## src/rtl/phy_pattern_gen.sv

```systemverilog
// Multi-lane PHY symbol stimulus generator: COM preamble, payload burst, done pulse.
// State | meaning: IDLE wait for start | SYNC COM preamble | DATA payload beats | DONE done pulse
module phy_pattern_gen #(
    parameter int          LANES       = 4,
    parameter int          WIDTH       = 8,
    parameter int unsigned COM_SYMBOL  = 8'hBC,
    parameter int          SYNC_CYCLES = 10,
    parameter int          PAYLOAD_LEN = 8,
    parameter int unsigned STEP        = 8'h11
) (
    input  logic                   clk,
    input  logic                   reset,
    input  logic                   start,
    input  logic                   stop,
    input  logic [1:0]             mode,
    input  logic [LANES*WIDTH-1:0] pattern,
    output logic [LANES*WIDTH-1:0] out,
    output logic [LANES-1:0]       valid_out,
    output logic                   busy,
    output logic                   done
);

    localparam int MAXC = (SYNC_CYCLES > PAYLOAD_LEN) ? SYNC_CYCLES : PAYLOAD_LEN;
    localparam int CW   = (MAXC > 0) ? $clog2(MAXC + 1) : 1;
    localparam logic [WIDTH-1:0] COM       = WIDTH'(COM_SYMBOL);
    localparam logic [WIDTH-1:0] STEP_W    = WIDTH'(STEP);
    localparam logic [WIDTH-1:0] LANES_W   = WIDTH'(LANES);
    localparam logic [CW-1:0]    SYNC_LOAD = CW'((SYNC_CYCLES > 0) ? SYNC_CYCLES - 1 : 0);
    localparam logic [CW-1:0]    DATA_LOAD = CW'(PAYLOAD_LEN - 1);

    typedef enum logic [1:0] {IDLE, SYNC, DATA, DONE} state_t;

    state_t                 state, state_nx;
    logic [CW-1:0]          cnt, cnt_nx;
    logic [WIDTH-1:0]       n_base, n_nx;
    logic [1:0]             mode_q, mode_eff;
    logic [LANES*WIDTH-1:0] pattern_q, pattern_eff;
    logic                   accept;

    logic [LANES*WIDTH-1:0] out_nx;
    logic [LANES-1:0]       valid_nx;
    logic                   busy_nx, done_nx;
    logic [WIDTH-1:0]       idx, sym;

    assign accept      = (state == IDLE) && start && !stop;
    // The payload of a burst that skips SYNC is computed from the live inputs.
    assign mode_eff    = (state == IDLE) ? mode : mode_q;
    assign pattern_eff = (state == IDLE) ? pattern : pattern_q;

    always_ff @(posedge clk or posedge reset) begin
        if (reset) begin
            state     <= IDLE;
            cnt       <= '0;
            n_base    <= '0;
            mode_q    <= '0;
            pattern_q <= '0;
            out       <= {LANES{COM}};
            valid_out <= '0;
            busy      <= 1'b0;
            done      <= 1'b0;
        end else begin
            state     <= state_nx;
            cnt       <= cnt_nx;
            n_base    <= n_nx;
            out       <= out_nx;
            valid_out <= valid_nx;
            busy      <= busy_nx;
            done      <= done_nx;
            if (accept) begin
                mode_q    <= mode;
                pattern_q <= pattern;
            end
        end
    end

    always_comb begin
        state_nx = state;
        cnt_nx   = cnt;
        n_nx     = n_base;
        case (state)
            IDLE: begin
                cnt_nx = '0;
                n_nx   = '0;
                if (accept) begin
                    if (SYNC_CYCLES == 0) begin
                        state_nx = DATA;
                        cnt_nx   = DATA_LOAD;
                    end else begin
                        state_nx = SYNC;
                        cnt_nx   = SYNC_LOAD;
                    end
                end
            end
            SYNC: begin
                if (stop) begin
                    state_nx = IDLE;
                    cnt_nx   = '0;
                    n_nx     = '0;
                end else if (cnt == '0) begin
                    state_nx = DATA;
                    cnt_nx   = DATA_LOAD;
                    n_nx     = '0;
                end else begin
                    cnt_nx = cnt - 1'b1;
                end
            end
            DATA: begin
                if (stop || cnt == '0) begin
                    state_nx = stop ? IDLE : DONE;
                    cnt_nx   = '0;
                    n_nx     = '0;
                end else begin
                    cnt_nx = cnt - 1'b1;
                    n_nx   = n_base + LANES_W;
                end
            end
            default: begin
                state_nx = IDLE;
                cnt_nx   = '0;
                n_nx     = '0;
            end
        endcase
    end

    always_comb begin
        out_nx   = {LANES{COM}};
        valid_nx = '0;
        busy_nx  = (state_nx == SYNC) || (state_nx == DATA);
        done_nx  = (state_nx == DONE);
        idx      = '0;
        sym      = '0;
        if (state_nx == DATA) begin
            valid_nx = '1;
            for (int i = 0; i < LANES; i++) begin
                idx = n_nx + WIDTH'(i);
                case (mode_eff)
                    2'd1:    sym = '1 - STEP_W * idx;
                    2'd2:    sym = pattern_eff[i*WIDTH +: WIDTH];
                    default: sym = idx;
                endcase
                out_nx[i*WIDTH +: WIDTH] = sym;
            end
        end
    end

endmodule
```

## config.mk

```make
export PLATFORM = sky130hd
export DESIGN_NAME = phy_pattern_gen
export DESIGN_NICKNAME = d
export VERILOG_FILES = /design/src/rtl/phy_pattern_gen.sv
export SDC_FILE = /design/constraint.sdc
export NUM_CORES = 1
export LEC_CHECK = 0
export ABC_AREA = 0
export CAP_MARGIN = 20
export CORE_UTILIZATION = 57
export CTS_BUF_LIST = sky130_fd_sc_hd__clkbuf_4
export DETAILED_ROUTE_END_ITERATION = 10
export GPL_TIMING_DRIVEN = 0
export PLACE_DENSITY = 0.83
export SLEW_MARGIN = 20
export SYNTH_ARGS = -nofsm -noshare
export SYNTH_HDL_FRONTEND = slang
export SYNTH_SLANG_ARGS = --single-unit
export TNS_END_PERCENT = 20
```

## constraint.sdc

```tcl
create_clock -name clk -period 7.2 [get_ports clk]
set_input_delay 1.8 -clock clk [delete_from_list [all_inputs] [get_ports clk]]
set_output_delay 1.8 -clock clk [all_outputs]
set_load 0.01 [all_outputs]
```

==> flow_summary.ini, run 1 <==
[run_status]
run_status = complete, but fails checks
violations = design-rule violations

[grt]
antenna_found_initial = 0
grt_pass1_wl_mm = 21.4
grt_usage = 0.293
overflow = 0
first_global_vias = 4221
grt_max_degree = 45

[cts]
cts_tree = done
h-tree-depth = 3
clock_sinks = 83
ctsHoldBuffers = 0
cts_buffers = 9
insertion_delay_ns = 0.44
clockBufferDepth = 2
cts_resized = 0
clockRootBuffer = clkbuf_4
clk_pin_slew_ns = 0.13
cts_setup_buffers = 0

[yosys]
synth_seq_area_share = 0.403
yosys-top-cells-area = dfrtp_1 30%, mux2_2 11%, dfstp_2 10%
syn_area_per_cell_um2 = 10.5
async_flop_share = 1.00
synthFlopType = dfrtp_1
yosys.area.top_type_share = 0.302
synth-edff-count = 0
syn_nets = 576
yosys_warnings = 0
synth_area_um2 = 5220
synth_top_cell_by_area = dfrtp_1
ys_types = 56
ys_seq_elements = 83
synthCells = 496

[floorplanning]
initial_core_util = 0.592
coreArea_um2 = 8810
die_h_um = 97.7
pin_count = 76
die_x_um = 97.7
rows = 34
die-area_um2 = 9540

[route]
num_vias = 4128
via_per_inst = 5.93
first_pass_iters = 8
drt-initial-drc-count = 249
ant_nets = 0
drc = 14
wire_per_inst_um = 18.9
wirelength_mm = 13.1

[timing]
period_share = 0.840
maxSlewHeadroom = 0.379
finalSetupViolations = 0
timing.fmax_mhz = 165
rsz0062_at_grt = no
setup_ws_ns = 1.15
slew_viol_final = 0
period_minus_slack_ns = 6.05
finalClockSkew_ns = 0.0246
tightest_slew_ns = 0.931
setup_tns_ns = 0
hold_violations = 0

[setup_path]
worstSetupEndpointType = register
rrSetupSlack_ns = 2.20
cp_max_fo = 8
start_kind = input pin
required_ns = 7.57
worstSetupPathType = in -> reg
cp.arrival_ns = 6.41

[pwr]
vdd_drop_max_v = 0.000200
powerDensity_nw_per_um2 = 356
p_leak_nw = 2.68

[finish]
antenna_cells = 0
final_cell_mix = 75 x clkdlybuf4s50_1, 63 x dfrtp_1, 51 x mux2_2
fin_util = 0.709
final_common_cell = clkdlybuf4s50_1
finalNonFillerCells = 696
multi_input_area_um2 = 2830
ff_latch_area_um2 = 2100
postLayoutCellArea_um2 = 6240
areaGrowthSynthToFinish_pct = 19.7
fin_nets = 663
n_fill_cell = 687
final_layout_size_suffix_gt1_frac = 0.196

[placement]
io_buffer_count = 75
dp_hpwl_mm = 9.94
pre_cts_slack_ns = 0.793
dpl_cell_area_um2 = 6120
dp_cells = 680
gp_congestion = 0.917

[hold_path]
hold_path_class = reg -> reg

[flow_run]
drv_cap = 0
[sequential cells by signal, summed over array words and instances, names as in the netlist]
register   count
out           32
pattern_q     32
n_base         8
cnt            4
mode_q         2
state          2
busy           1
done           1
valid_out      1
[synth_stat cells, drive strengths merged, types with 3 or more instances]
library cell,count
a211oi,5
buf,12
xor2,8
dfstp,20
mux2i,24
o211ai,3
nor3,10
nand2,31
nor2,29
o21ai,26
o221a,3
ha,41
a22o,3
a221oi,12
nand3,10
nand2b,3
dfrtp,63
o221ai,5
clkbuf,17
mux2,51
xnor2,26
and2,4
or3,3
a21oi,16
o21a,10
inv,37
[path summary, 6_finish.rpt]
kind / startpoint / cells past startpoint / end
max in group asynchronous: reset / 3 / out[31]$_DFF_PP1_
worst min-delay path: mode_q[1]$_DFFE_PP0P_ / 1 / mode_q[1]$_DFFE_PP0P_
worst max-delay path: stop / 19 / out[15]$_DFF_PP1_
worst max register to register: state[0]$_DFF_PP0_ / 20 / out[15]$_DFF_PP1_
worst min register to register: mode_q[1]$_DFFE_PP0P_ / 1 / mode_q[1]$_DFFE_PP0P_
min in group asynchronous: reset / 2 / pattern_q[16]$_DFFE_PP0P_
[metrics by stage]
stage	hold slack [ns]	power [mW]
final	0.521	2.22
after global routing	0.536	2.37
after CTS	0.520	2.20
after detailed placement	0.489	1.96
after global placement	0.483	1.92
after floorplan	0.475	1.55
[layer usage]
layer  vias up  part of all wire  GRT usage  routed length, um
met1      2019              0.44      0.382               5730
met2       157              0.46      0.460               6040
met5         -                 0          0                  0
met4         0             0.028      0.108                362
met3        32             0.077     0.0899               1010
li1       1920                 -          -                  -
[worst max-delay path, cell delays in order]
cell,delay (ns)
clkdlybuf4s50_1,0.48
nand2b_1,0.18
buf_2,0.18
or3_1,0.54
inv_1,0.36
ha_1,0.34
inv_1,0.13
nor3_1,0.39
nand3_1,0.15
xor2_1,0.19
ha_1,0.32
inv_1,0.05
ha_1,0.30
o21a_1,0.17
nor2_1,0.11
xnor2_1,0.15
xnor2_1,0.16
mux2i_1,0.11
a221o_1,0.31
[cell families (layout without fill, tap and decap cells)]
| kind of cell | after synthesis | in the layout | share of synthesized area |
|---|---|---|---|
| compound gates | 93 | 93 | 0.127 |
| fa+ha+maj | 42 | 42 | 0.102 |
| buf+inv | 68 | 160 | 0.0537 |
| simple gates | 101 | 101 | 0.0989 |
| flops | 83 | 83 | 0.403 |
| xor+xnor | 34 | 34 | 0.0585 |
| mux | 75 | 75 | 0.156 |
[power breakdown]
part           switching [mW]  internal [mW]  total (mW)
Clock                   0.174         0.0728       0.247
Sequential             0.0766          0.637       0.713
Combinational           0.718          0.542        1.26
Total                   0.968           1.25        2.22
[cell type report]
class / instances / area share
well taps: 108 / 0.0216
repair buffers: 76 / 0.123
clock inverters: 7 / 0.00822
multi-input cells: 345 / 0.454
plain buffers: 29 / 0.0214
flip-flops and latches: 83 / 0.337
inverters: 39 / 0.0239
clock buffers: 9 / 0.0108
Power figures use the tool's default switching activity.
==> run 2, diff against run 1 <==
CORE_UTILIZATION = 51   (was 57)
PLACE_DENSITY = 0.79   (was 0.83)
clock period = 5.1 ns   (was 7.2 ns; I/O delays follow)
==> run 2 against run 1 <==
  * The flow now finishes without violations
  * Flip-flop and latch count unchanged
  * Hold slack got worse by 0.0059 ns
  * Register-to-register slack got worse by 1.6 ns
  * Largest cell class unchanged
  * Largest power group unchanged
  * Highest routed layer unchanged
==> flow_summary.ini, run 2 (synthesis results as in run 1) <==
[run_status]
run_status = completed

[setup_path]
worstSetupEndpointType = register
cpPeakStageDelay_ns = 0.46
worstPathCellList = dlymetal6s2s_1, nand2b_1, buf_2, or3_4, inv_4, ha_2, inv_1, nor3_4, nand3_1, xor2_1, ha_1, inv_1, ha_1, o21a_1, nor2_1, xnor2_1, xnor2_1, mux2i_1, a221o_1
worstSetupPathType = in -> reg
rr_startpoint = state[0]$_DFF_PP0_
rrSetupSlack_ns = 0.60
cp_max_fo = 8
cp.arrival_ns = 5.07
start_kind = input pin
required_ns = 5.49
crit_start = stop
cp_slowest_cell = or3_4

[floorplanning]
initial_core_util = 0.529
rows = 36
die-area_um2 = 10600
die_h_um = 103
coreArea_um2 = 9860
pin_count = 76
die_x_um = 103

[timing]
period_minus_slack_ns = 4.68
finalClockSkew_ns = 0.0270
hold_violations = 0
period_share = 0.917
timing.fmax_mhz = 214
tightest_slew_ns = 0.892
maxSlewHeadroom = 0.406
rsz0062_at_grt = no
slew_viol_final = 0
finalSetupViolations = 0

[grt]
grt_max_degree = 49
antenna_found_initial = 1
first_global_vias = 3924
grt_pass1_wl_mm = 20.5
grt_usage = 0.265
overflow = 0

[cts]
cts_buffers = 9
clockBufferDepth = 2
h-tree-depth = 3
cts_tree = done
insertion_delay_ns = 0.47
clk_pin_slew_ns = 0.12
ctsHoldBuffers = 0
clock_sinks = 83
clockRootBuffer = clkbuf_4

[placement]
gp_congestion = 0.929
dp_cells = 705
io_buffer_count = 75
dp_hpwl_mm = 9.75

[route]
wire_per_inst_um = 18.0
drc = 0
first_pass_iters = 5
drt-initial-drc-count = 272
via_per_inst = 5.76
ant_nets = 0
num_vias = 4182
wirelength_mm = 13.0

[finish]
fin_nets = 667
finalNonFillerCells = 726
top_regs = out x32, pattern_q x32, n_base x8
final_layout_size_suffix_gt1_frac = 0.211
final_cell_mix = 74 x clkdlybuf4s50_1, 63 x dfrtp_1, 51 x mux2_2
final_common_cell = clkdlybuf4s50_1
areaGrowthSynthToFinish_pct = 22.4

[pwr]
vdd_drop_max_v = 0.000291
total_power_mw = 3.25
p_leak_nw = 2.76
powerDensity_nw_per_um2 = 509

[hold_path]
hold_path_class = reg -> reg
hold_start = pattern_q[16]$_DFFE_PP0P_

[flow_run]
drv_cap = 0
[run 2: cell type report]
class	instances	area, um2
Tap cell	133	166
Antenna cell	1	2.50
Fill cell	784	3480
Clock buffer	12	90.1
Inverter	39	151
Clock inverter	4	76.3
Timing Repair Buffer	80	811
Buffer	29	134
Sequential cell	83	2100
Multi-Input combinational cell	345	2850
[run 2: final timing paths]
kind                                             endpoint  depth (start not counted)
worst max register to register          out[15]$_DFF_PP1_                         20
worst min register to register  pattern_q[16]$_DFFE_PP0P_                          1
worst min-delay path            pattern_q[16]$_DFFE_PP0P_                          1
min in group asynchronous             n_base[3]$_DFF_PP0_                          2
max in group asynchronous               out[23]$_DFF_PP1_                          3
worst max-delay path                    out[15]$_DFF_PP1_                         19
[run 2: timing repair]
item | in CTS | in global routing
pin swaps | 1 | 1
gates resized for setup | 4 | 3
gates cloned | 0 | 0
setup endpoints to repair | 1 | 1
buffers inserted | 0 | 4
[run 2: power by group]
group / internal [mW] / switching (mW)
combinational: 0.769 / 1.03
sequential: 0.899 / 0.103
clock: 0.216 / 0.234
total: 1.88 / 1.37
[run 2: critical path: cells and delay by family]
family | cells | cell delay, ns
compound gates | 2 | 0.49
xor+xnor | 3 | 0.52
fa+ha+maj | 3 | 0.89
buf+inv | 5 | 0.69
mux | 1 | 0.10
simple gates | 5 | 1.10
[run 2: metrics by stage]
stage | hold WS [ns] | TNS (ns) | util | worst slack, ns | area, um2
floorplan | 0.475 | 0 | - | 0.344 | 5220
global placement | 0.482 | -1.75 | 0.622 | -0.742 | 6130
detailed placement | 0.491 | -1.97 | 0.625 | -0.794 | 6160
CTS | 0.518 | 0 | 0.643 | 0.0273 | 6340
global route | 0.532 | 0 | 0.647 | 0.294 | 6380
finish | 0.515 | 0 | 0.647 | 0.424 | 6380
[run 2: routing by layer]
metal	wire length, um	GRT usage	up-vias
met5	0	0	-
met4	302	0.118	0
met3	932	0.0434	21
met2	6210	0.416	170
met1	5590	0.360	2059
li1	-	-	1932
==> variant 1: new RTL, config.mk and constraints of run 1 <==
Re-encode `state_t` (4 states) as Gray code, 2 bits wide.
--- a/src/rtl/phy_pattern_gen.sv
+++ b/src/rtl/phy_pattern_gen.sv
@@ -28,7 +28,7 @@
     localparam logic [CW-1:0]    SYNC_LOAD = CW'((SYNC_CYCLES > 0) ? SYNC_CYCLES - 1 : 0);
     localparam logic [CW-1:0]    DATA_LOAD = CW'(PAYLOAD_LEN - 1);
 
-    typedef enum logic [1:0] {IDLE, SYNC, DATA, DONE} state_t;
+    typedef enum logic [1:0] {IDLE = 2'b00, SYNC = 2'b01, DATA = 2'b11, DONE = 2'b10} state_t;
 
     state_t                 state, state_nx;
     logic [CW-1:0]          cnt, cnt_nx;
Function: no difference found for any inputs over 10 cycles, from zero or initial values and one cycle with reset high; not proved beyond that.
==> variant 1 against run 1 <==
- sequential cell count unchanged
- register-to-register slack worse by 0.12 ns
- wire length decreased by 2.2%
- sequential share of layout area rose by 0.46 points
- worst setup slack worse by 0.38 ns
- final area decreased by 1.3%
- area after synthesis shrank 2.2%
- critical path type unchanged
Power is not compared: it rests on default switching activity, and its combinational part moved more than twofold at a synthesized area within 25%.
==> variant 1: results (changes against run 1) <==
Layout
  – Filler cells: 667 (was 687)
  – Layout Nets: 649 (was 663)
  – Biggest registers after layout: out x32, pattern_q x32, n_base x8 (unchanged)
  – Diodes inserted: 0 (unchanged)
  – Share of cells above drive strength 1: 19.45% (was 19.56%)

Timing
  – Relative slew slack: 47.09% (was 37.91%)
  – Clock skew: 0.01655 ns (was 0.02460 ns)

Placement
  – Gp weighted congestion: 0.9601 (was 0.9167)
  – Port Buf Inserts: 75 (unchanged)
  – HPWL Detailed: 9835 um (was 9942 um)

Synthesis
  – Main area contributors after synthesis: dfrtp_1 31%, mux2_2 11%, dfstp_2 10% (was dfrtp_1 30%, mux2_2 11%, dfstp_2 10%)
  – Ys Warns: 0 (unchanged)
  – Post-synthesis mux area share: 15.20% (was 15.62%)
  – Post-Syn Nets: 562 (was 576)
  – Compound-cell area share of the yosys netlist: 13.09% (was 12.74%)
  – Top cells by count, synth: 63 x dfrtp_1, 52 x mux2_2, 35 x ha_1 (was 63 x dfrtp_1, 51 x mux2_2, 41 x ha_1)
  – Seq/Total Area, Yosys: 41.20% (was 40.31%)
  – Post-synthesis xor/xnor area fraction: 5.836% (was 5.854%)
  – Adder-cell area share of the yosys netlist: 8.583% (was 10.22%)
  – Count of cell types in the netlist: 49 (was 56)

Global route
  – First-pass GRT wire length: 21080 um (was 21360 um)
  – Vias in the first global route: 4254 (was 4221)
  – Largest net degree at the start of global routing: 46 (was 45)
  – Initial antenna violation count: 0 (unchanged)
  – Total GRT Usage: 29.16% (was 29.34%)

CTS
  – Clock buffer count from CTS: 9 (unchanged)
  – Clock Latency Late Sink: 0.44 ns (about the same)
  – Worst-path clk slew: 0.13 ns (about the same)
  – Post_cts resized: 0 (unchanged)

Min path
  – HP Start: pattern_q[31]$_DFFE_PP0P_ (was mode_q[1]$_DFFE_PP0P_)

Power and ir drop
  – Pint: 0.0009085 W

Route
  – WL per Instance: 18.64 um (was 18.88 um)
  – Routed via count: 4123 (was 4128)
  – DRT iter0 DRCs: 275 (was 249)
  – DR pass1 iterations: 6 (was 8)

Critical path
  – Critical Path Start: stop (unchanged)
  – Worst Path Arrival: 6.79 ns (was 6.41 ns)
  – Crit-path max FO: 10 (was 8)
  – RR Startpoint: cnt[0]$_DFF_PP0_ (was state[0]$_DFF_PP0_)

Run status
  – Status: complete, no violations (was complete, but fails checks)
variant 1: area by class of cell:
class	count	area, sq um	area share (%)
plain buffers	32	145.1	2.357
multi-input cells	340	2728	44.29
clock inverters	6	65.06	1.056
repair buffers	76	778.2	12.64
clock buffers	10	75.07	1.219
well taps	108	135.1	2.194
flip-flops and latches	83	2102	34.13
inverters	34	130.1	2.113
variant 1: logic make-up (layout without fill, tap and decap cells):
logic type,count (synthesis),count (layout)
AO/OA/AOI/OAI,95,95
multiplexers,71,71
flip-flops,83,83
AND/OR/NAND/NOR,105,105
adder cells (fa/ha/maj),35,35
buffers and inverters,66,158
XOR/XNOR,34,34
variant 1: power by group through the flow:
stage                     Combinational [W]  Clock, W  Sequential, W
after detailed placement           0.000516         0       0.000602
after CTS                          0.000518  0.000282       0.000592
after global placement             0.000502         0       0.000595
after global routing               0.000567  0.000302       0.000602
after floorplan                    0.000334         0       0.000603
final                              0.000525  0.000275       0.000591
variant 1: per-stage QoR:
stage / hold slack (ns) / worst slack (ns) / cells / area, sq um
floorplan: 0.4767 / 1.775 / 489 / 5102
CTS: 0.5225 / 0.9105 / 689 / 6158
finish: 0.5220 / 0.7709 / 689 / 6158
global placement: 0.4848 / 0.4584 / 672 / 5988
global route: 0.5354 / 0.5039 / 689 / 6158
detailed placement: 0.4916 / 0.4471 / 673 / 6018
variant 1: layer usage:
layer / part of all wire [%] / vias to the layer above / GRT usage [%]
li1: - / 1899 / -
met1: 43 / 2009 / 36.95
met2: 47 / 178 / 47.40
met3: 6.1 / 37 / 6.575
met4: 3.6 / 0 / 13.78
met5: 0 / - / 0
variant 1: path summary, 6_finish.rpt:
kind	end	slack, ns	depth (start not counted)
min	pattern_q[31]$_DFFE_PP0P_	0.52	1
min reg2reg	pattern_q[31]$_DFFE_PP0P_	0.52	1
max reg2reg	out[31]$_DFF_PP1_	2.08	22
max	out[15]$_DFF_PP1_	0.77	21
min in group asynchronous	busy$_DFF_PP0_	1.74	2
max in group asynchronous	out[20]$_DFF_PP1_	4.81	3
variant 1: worst max-delay path, stage by stage:
cell and delay (ns):
clkdlybuf4s50_1 0.45, nand2b_1 0.17, buf_2 0.18, nor2_1 0.14
clkbuf_1 0.41, nand2_1 0.32, inv_1 0.34, ha_1 0.20
clkbuf_1 0.30, nand3_1 0.15, xor2_1 0.26, nor2_1 0.07
ha_1 0.33, inv_1 0.05, ha_1 0.30, o21a_1 0.18
nor2_1 0.12, xnor2_1 0.09, xnor2_1 0.34, nor3_1 0.08
or4b_1 0.49
==> variant 2: new RTL, flow settings as in run 1 <==
Made on the original files. The parameter `LANES` goes from 4 to 8.
--- a/src/rtl/phy_pattern_gen.sv
+++ b/src/rtl/phy_pattern_gen.sv
@@ -1,7 +1,7 @@
 // Multi-lane PHY symbol stimulus generator: COM preamble, payload burst, done pulse.
 // State | meaning: IDLE wait for start | SYNC COM preamble | DATA payload beats | DONE done pulse
 module phy_pattern_gen #(
-    parameter int          LANES       = 4,
+    parameter int          LANES       = 8,
     parameter int          WIDTH       = 8,
     parameter int unsigned COM_SYMBOL  = 8'hBC,
     parameter int          SYNC_CYCLES = 10,
Interface: changed (resized out, pattern and valid_out); port bits go from 76 to 144. The function was not compared with the original's and may differ.
==> variant 2 against run 1 <==
- wire length rose by 110%
- worst setup slack improved by 0.55 ns
- first-iteration DRC count rose to 2.9 times the old value
- sequential cell count rose by 64
- sequential power rose by 81%
- area after synthesis rose by 78%
- largest cell class unchanged
- final area rose by 83%
- power rose by 97%
- critical path depth did not move
- maximum frequency rose by 10%
==> variant 2: results (changes against run 1) <==
Layout
  – Share of cells above drive strength 1: 20.54% (was 19.56%)

Power and ir drop
  – Leak: 4.925 nW (was 2.684 nW)
  – Peak supply drop: 0.0002539 V (was 0.0001997 V)

Synthesis
  – Main area contributors after synthesis: dfrtp_1 29%, mux2_2 12%, dfstp_2 11% (was dfrtp_1 30%, mux2_2 11%, dfstp_2 10%)
  – Post-Syn Nets: 1044 (was 576)
  – Seq/Total Area, Yosys: 40.13% (was 40.31%)

Global route
  – Total GRT Usage: 35.01% (was 29.34%)
  – Met2 usage: 54.45% (was 45.99%)
  – M1 GR Usage: 44.34% (was 38.24%)
  – Largest net degree at the start of global routing: 94 (was 45)
  – Met3 usage: 10.24% (was 8.993%)
  – Initial antenna violation count: 1 (was 0)

Timing
  – Least-Margin Pin Slew: 1.111 ns (was 0.9313 ns)
  – Peak Freq: 182.0 MHz (was 165.4 MHz)
  – Clock skew: 0.02348 ns (was 0.02460 ns)

Critical path
  – R2R Path End: out[47]$_DFF_PP1_ (was out[15]$_DFF_PP1_)
  – Critical-path top delay cell: inv_2 (was or3_1)
  – Crit-path max FO: 11 (was 8)

CTS
  – Clock Latency Late Sink: 0.60 ns (was 0.44 ns)

Placement
  – Port Buf Inserts: 142 (was 75)
  – Placed Area: 11020 sq um (was 6123 sq um)
  – Gp weighted congestion: 0.9559 (was 0.9167)
  – Placement Setup Slack: 1.213 ns (was 0.7927 ns)
  – HPWL Detailed: 19620 um (was 9942 um)

Run status
  – Status: complete, no violations (was complete, but fails checks)

Route
  – DRT iter0 DRCs: 712 (was 249)
  – Via density: 6.084 (was 5.931)
  – WL final: 27860 um (was 13140 um)
## variant 2: metrics by stage
step           total power [W]  util, %  TNS (ns)  instances
3_3_place_gp          0.003529    69.14    -40.24       1259
4_1_cts               0.004322    71.87         0       1292
2_1_floorplan         0.002756        -         0        901
6_report              0.004381    71.88         0       1293
3_5_place_dp          0.003587    69.36         0       1260
5_1_grt               0.004589    71.88         0       1293
## variant 2: power by group
group / internal, W / switching [W] / total, W
registers: 0.00115 / 0.000144 / 0.00129
logic: 0.000980 / 0.00140 / 0.00238
clock network: 0.000389 / 0.000318 / 0.000707
## variant 2: area by class of cell
cell class / instances / share of cell area, %
Antenna cell: 1 / 0.02192
Buffer: 62 / 2.476
Clock buffer: 19 / 1.249
Clock inverter: 13 / 2.235
Inverter: 61 / 2.071
Multi-Input combinational cell: 631 / 44.24
Sequential cell: 147 / 32.65
Tap cell: 216 / 2.367
Timing Repair Buffer: 143 / 12.69
## variant 2: routing by layer
| layer | vias to the layer above | share of wire [%] | routed length (um) |
|---|---|---|---|
| met1 | 3831 | 40 | 11060 |
| met4 | 0 | 4.2 | 1157 |
| met3 | 89 | 10 | 2872 |
| met5 | - | 0 | 0 |
| li1 | 3481 | - | - |
| met2 | 465 | 46 | 12760 |
## variant 2: cells by family (layout without fill, tap and decap cells)
logic type,after synthesis,after routing,share of synthesized area (%)
other,0,1,0
muxes,142,142,16.67
xor gates and xnor gates,57,57,5.683
AOI/OAI and AO/OA,178,178,13.05
buffers and inverters,123,298,5.508
and+or+nand+nor,181,181,8.969
DFF,147,147,40.13
adders and majority gates,73,73,9.992
## variant 2: worst min path at each step
stage,from,slack (ns),to,depth (start not counted)
2_1_floorplan,mode_q[1]$_DFFE_PP0P_,0.48,mode_q[1]$_DFFE_PP0P_,1
3_3_place_gp,pattern_q[38]$_DFFE_PP0P_,0.48,pattern_q[38]$_DFFE_PP0P_,1
3_5_place_dp,pattern_q[62]$_DFFE_PP0P_,0.49,pattern_q[62]$_DFFE_PP0P_,1
4_1_cts,pattern_q[38]$_DFFE_PP0P_,0.52,pattern_q[38]$_DFFE_PP0P_,1
5_1_grt,mode_q[0]$_DFFE_PP0P_,0.53,mode_q[0]$_DFFE_PP0P_,1
6_report,pattern_q[38]$_DFFE_PP0P_,0.52,pattern_q[38]$_DFFE_PP0P_,1
